===== config.mk =====
export PLATFORM = sky130hd
export DESIGN_NAME = f1_light_sequencer
export DESIGN_NICKNAME = d
export VERILOG_FILES = /design/src/rtl/f1_light_sequencer.sv
export SDC_FILE = /design/constraint.sdc
export NUM_CORES = 1
export LEC_CHECK = 0
export CAP_MARGIN = 20
export CORE_MARGIN = 1.5
export CORE_UTILIZATION = 48
export CTS_CLUSTER_DIAMETER = 30
export CTS_CLUSTER_SIZE = 10
export DETAILED_ROUTE_END_ITERATION = 7
export PLACE_DENSITY = 0.81
export RECOVER_POWER = 50
export SLEW_MARGIN = 20
export SYNTH_ARGS = -nofsm -noshare
export SYNTH_HDL_FRONTEND = slang
export SYNTH_SLANG_ARGS = --single-unit

===== constraint.sdc =====
create_clock -name clk -period 4.7 [get_ports clk]
set_input_delay 0.47 -clock clk [delete_from_list [all_inputs] [get_ports clk]]
set_output_delay 0.47 -clock clk [all_outputs]
set_load 0.03 [all_outputs]

===== src/rtl/f1_light_sequencer.sv =====
// F1-style start-lights sequencer: lights fill on tick, hold for an LFSR-derived delay, then go out.
// Define F1_REACTION_TIMER_EN to measure driver reaction time after lights-out.
module f1_light_sequencer #(
    parameter int LIGHTS   = 8,
    parameter int RT_WIDTH = 16
) (
    input  logic                clk,
    input  logic                rst,
    input  logic                trigger,
    input  logic                tick,
    input  logic                react,
    input  logic [3:0]          lfsr_in,
    output logic                lfsr_en,
    output logic [LIGHTS-1:0]   data_out,
    output logic                busy,
    output logic                rt_valid,
    output logic                jump_start,
    output logic [RT_WIDTH-1:0] reaction_time
);

    typedef enum logic [2:0] {IDLE, SEQ, HOLD, OUT, DONE} state_t;

    state_t            state_reg, state_next;
    logic [LIGHTS-1:0] data_reg, data_next, data_shift;
    logic [3:0]        delay_reg, delay_next;
    logic              jump_reg, jump_next;

`ifdef F1_REACTION_TIMER_EN
    localparam logic [RT_WIDTH-1:0] RT_MAX = '1;
    logic [RT_WIDTH-1:0] rt_cnt_reg, rt_cnt_next;
    logic [RT_WIDTH-1:0] rt_reg, rt_next;
    logic                rt_valid_reg, rt_valid_next;
`endif

    // Next light pattern: shift up with a new light entering at bit 0.
    assign data_shift[0] = 1'b1;
    generate
        for (genvar gi = 1; gi < LIGHTS; gi++) begin : g_shift
            assign data_shift[gi] = data_reg[gi-1];
        end
    endgenerate

    always_ff @(posedge clk) begin
        if (rst) begin
            state_reg <= IDLE;
            data_reg  <= '0;
            delay_reg <= '0;
            jump_reg  <= 1'b0;
`ifdef F1_REACTION_TIMER_EN
            rt_cnt_reg   <= '0;
            rt_reg       <= '0;
            rt_valid_reg <= 1'b0;
`endif
        end else begin
            state_reg <= state_next;
            data_reg  <= data_next;
            delay_reg <= delay_next;
            jump_reg  <= jump_next;
`ifdef F1_REACTION_TIMER_EN
            rt_cnt_reg   <= rt_cnt_next;
            rt_reg       <= rt_next;
            rt_valid_reg <= rt_valid_next;
`endif
        end
    end

    always_comb begin
        state_next = state_reg;
        data_next  = data_reg;
        delay_next = delay_reg;
        jump_next  = jump_reg;
`ifdef F1_REACTION_TIMER_EN
        rt_cnt_next   = rt_cnt_reg;
        rt_next       = rt_reg;
        rt_valid_next = rt_valid_reg;
`endif
        case (state_reg)
            IDLE, DONE: begin
                if (state_reg == IDLE) data_next = '0;
                if (trigger) begin
                    state_next = SEQ;
                    data_next  = '0;
                    jump_next  = 1'b0;
`ifdef F1_REACTION_TIMER_EN
                    rt_next       = '0;
                    rt_valid_next = 1'b0;
`endif
                end
            end
            SEQ, HOLD: begin
                // react wins over a coincident tick: any early reaction is a jump start
                if (react) begin
                    state_next = DONE;
                    data_next  = '0;
                    jump_next  = 1'b1;
`ifdef F1_REACTION_TIMER_EN
                    rt_next       = '0;
                    rt_valid_next = 1'b0;
`endif
                end else if (tick) begin
                    if (state_reg == SEQ) begin
                        if (&data_reg) begin
                            state_next = HOLD;
                            delay_next = (lfsr_in == 4'd0) ? 4'd1 : lfsr_in;
                        end else begin
                            data_next = data_shift;
                        end
                    end else if (delay_reg <= 4'd1) begin
                        state_next = OUT;
                        data_next  = '0;
`ifdef F1_REACTION_TIMER_EN
                        rt_cnt_next = '0;
`endif
                    end else begin
                        delay_next = delay_reg - 4'd1;
                    end
                end
            end
            OUT: begin
`ifdef F1_REACTION_TIMER_EN
                if (rt_cnt_reg != RT_MAX) rt_cnt_next = rt_cnt_reg + 1'b1;
                if (react) begin
                    state_next    = DONE;
                    rt_next       = rt_cnt_reg;
                    rt_valid_next = 1'b1;
                end
`else
                state_next = IDLE;
`endif
            end
            default: state_next = IDLE;
        endcase
    end

    assign data_out   = data_reg;
    assign jump_start = jump_reg;
    assign busy       = (state_reg == SEQ) || (state_reg == HOLD) || (state_reg == OUT);
    assign lfsr_en    = (state_reg == IDLE) || (state_reg == SEQ);

`ifdef F1_REACTION_TIMER_EN
    assign reaction_time = rt_reg;
    assign rt_valid      = rt_valid_reg;
`else
    assign reaction_time = '0;
    assign rt_valid      = 1'b0;
`endif

endmodule


==> impl_metrics.env <==
export IMPL_outcome="finished clean"
export IMPL_first_iter_violations=35
export IMPL_nets=164
export IMPL_ys_warn_count=0
export IMPL_crit_arrival_ps=1830
export IMPL_cts_max_level=1
export IMPL_ff2ff_setup_slack_ps=2740
export IMPL_vias_per_cell=5.47
export IMPL_die_area_mm2=0.00260
export IMPL_min_to="data_out[7]"
export IMPL_syn_inst=136
export IMPL_cts_buffers_inserted=3
export IMPL_rsz0062_at_grt="no"
export IMPL_coreArea_mm2=0.00219
export IMPL_slowest_stage="clkdlybuf4s50_1"
export IMPL_vias=979
export IMPL_pin_count=37
export IMPL_drive_gt1_frac=0.0596
export IMPL_synth_ff_type="dfxtp_1"
export IMPL_dp_hpwl_um=1670
export IMPL_clk_pin_slew_worst_paths_ps=100
export IMPL_drv_slew=0
export IMPL_setup_viol=0
export IMPL_area_growth_pct=13.9
export IMPL_worst_r2r_cell_count=4
export IMPL_layout_common_cells="17 x conb_1, 16 x dfxtp_1, 14 x nand2_1, 11 x dlygate4sd3_1"
export IMPL_dieHeight_um=51.0
export IMPL_worstSetupPathType="register to output pin"
export IMPL_crit_chain="nor2_1 -> nor2_1 -> clkdlybuf4s50_1"
export IMPL_multi_input_area_um2=671
export IMPL_worst_slack_ps=2400
export IMPL_preCtsSetupSlack_ps=2430
export IMPL_n_antenna_cell=0
export IMPL_route_detailed_drc=0
export IMPL_register_area_um2=320
export IMPL_power_leakage_nw=0.549
export IMPL_setup_tns_ps=0
export IMPL_max_freq_ghz=0.434
export IMPL_final_common_cell="conb_1"
export IMPL_max_slew_margin=0.614
export IMPL_cap_violations=0
export IMPL_gp_congestion=0.892
export IMPL_die_w_um=51.0
export IMPL_avgSynthCellArea_um2=8.14
export IMPL_dr_pass1_iters=4
export IMPL_powerDensity_mw_per_mm2=232
export IMPL_synth_edf_count=0
export IMPL_grt_max_degree=19
export IMPL_largest_reg_flops=8
export IMPL_post_drt_wl_per_cell_um=12.6
export IMPL_antenna_found_initial=0
export IMPL_clk_path_buf_depth=2
export IMPL_synth_top_area_share=0.289
export IMPL_worstHoldPathType="register to register"
export IMPL_cts_tree="yes"
export IMPL_synth_top_cells_by_area="dfxtp_1 29%, buf_4 12%, mux2i_1 8.1%"
export IMPL_crit_path_end_kind="output pin"
export IMPL_grt_pass1_vias=855
export IMPL_cts_sinks=16
export IMPL_insertion_delay_ps=290
export IMPL_timing_rr_start="state_reg[0]"
export IMPL_tightest_slew_ps=572
export IMPL_ys_async_sr_fraction=0
export IMPL_ys_types=39
export IMPL_timing_final_hold_violations=0
export IMPL_synth_area_mm2=0.00111
export IMPL_root_buffer="clkbuf_4"
export IMPL_seq_area_frac_synth=0.289
export IMPL_cts_hold_buf=0
export IMPL_fin_skew_ps=11.6
export IMPL_initial_utilization=0.505
export IMPL_ant_nets=0
export IMPL_hold_start="data_out[7]"
export IMPL_totalWireLength_um=2250
export IMPL_grtUsageTotal=0.192
export IMPL_post_route_period_util=0.490
export IMPL_cts_resized=0
export IMPL_critPathMaxStageDelay_ps=670
export IMPL_critPathRequiredTime_ps=4230
export IMPL_path_max_fanout=13
export IMPL_port_buffers=19
export IMPL_yosysTopAreaCell="dfxtp_1"
export IMPL_ys_ff_latch=16
export IMPL_fill_cells=202
export IMPL_reg2reg_to="delay_reg[3]"
export IMPL_cp_common_cell="nor2_1"
export IMPL_post_cts_buffers=0
export IMPL_finalCriticalPeriod_ps=2300
export IMPL_grt_ovfl_total=0
export IMPL_ir_drop_v=0.000186
export IMPL_std_cell_rows=17
export IMPL_grt_pass1_wl_um=3780
export IMPL_start_kind="register"
export IMPL_min_delay_path_depth=2
==> synth_stat cells, types with 2 or more instances <==
cell type / instances
nand3_1: 9
nor3b_1: 2
o311ai_0: 2
clkbuf_1: 3
nor3_1: 7
buf_2: 3
ha_1: 2
nor2_1: 7
nand4_1: 2
a2bb2oi_1: 2
dfxtp_1: 16
a21o_1: 2
or3b_1: 2
o21ai_0: 6
a21oi_1: 4
xor2_1: 2
buf_4: 18
mux2i_1: 9
nor2b_1: 2
nand2_1: 14
inv_1: 3
nand2b_1: 2
==> where the power goes <==
group	internal [W]	switching [W]	leakage, nW
Combinational	0.0000270	0.0000489	0.406
Clock	0.0000298	0.0000420	0.0138
Sequential	0.000138	0.00000647	0.129
==> cell type report <==
type,instances,share of cell area
multi-input combinational,108,0.532
sequential,16,0.254
inverter,4,0.0119
timing repair buffer,20,0.157
tap,28,0.0278
clock buffer,3,0.0179
==> metrics by stage <==
step / utilization / hold slack [ps] / cell area [µm²] / instances / total power, W
final: 0.576 / 482 / 1260 / 179 / 0.000293
after global routing: 0.576 / 521 / 1260 / 179 / 0.000309
after global placement: 0.565 / 463 / 1240 / 176 / 0.000222
after CTS: 0.576 / 490 / 1260 / 179 / 0.000294
after detailed placement: 0.565 / 470 / 1240 / 176 / 0.000223
after floorplan: - / 463 / 1170 / 152 / 0.000215
==> layer usage <==
layer	wire, µm	part of all wire	up-vias	GRT usage
met4	22	0.0098	0	0.0721
met3	132	0.059	4	0.0468
met1	1040	0.46	458	0.246
met2	1050	0.47	37	0.307
li1	-	-	480	-
met5	0	0	-	0
==> logic make-up (layout without fill, tap and decap cells) <==
group | Yosys count | in the layout | share of synthesized area
and+or+nand+nor | 53 | 53 | 0.268
buffers and inverters | 28 | 27 | 0.159
AOI/OAI and AO/OA | 24 | 24 | 0.150
DFF | 16 | 16 | 0.289
muxes | 10 | 10 | 0.0915
adders and majority gates | 2 | 2 | 0.0226
xor gates and xnor gates | 2 | 2 | 0.0158
other | 1 | 17 | 0.00339
==> critical path, delay by kind of cell (launching register included) <==
family                 cells  cell delay [ps]
buffers and inverters      1              670
flip-flops                 1              650
AND/OR/NAND/NOR            2              220
==> worst max-delay path by stage <==
stage	startpoint	end	slack [ps]	depth (start not counted)
floorplan	state_reg[1]	data_out[0]	2860	6
global placement	react	delay_reg[3]	2530	5
detailed placement	react	delay_reg[3]	2430	5
CTS	state_reg[1]	busy	2400	3
global route	state_reg[1]	busy	2340	3
finish	state_reg[1]	busy	2400	3
(Power assumes the default switching activity.)
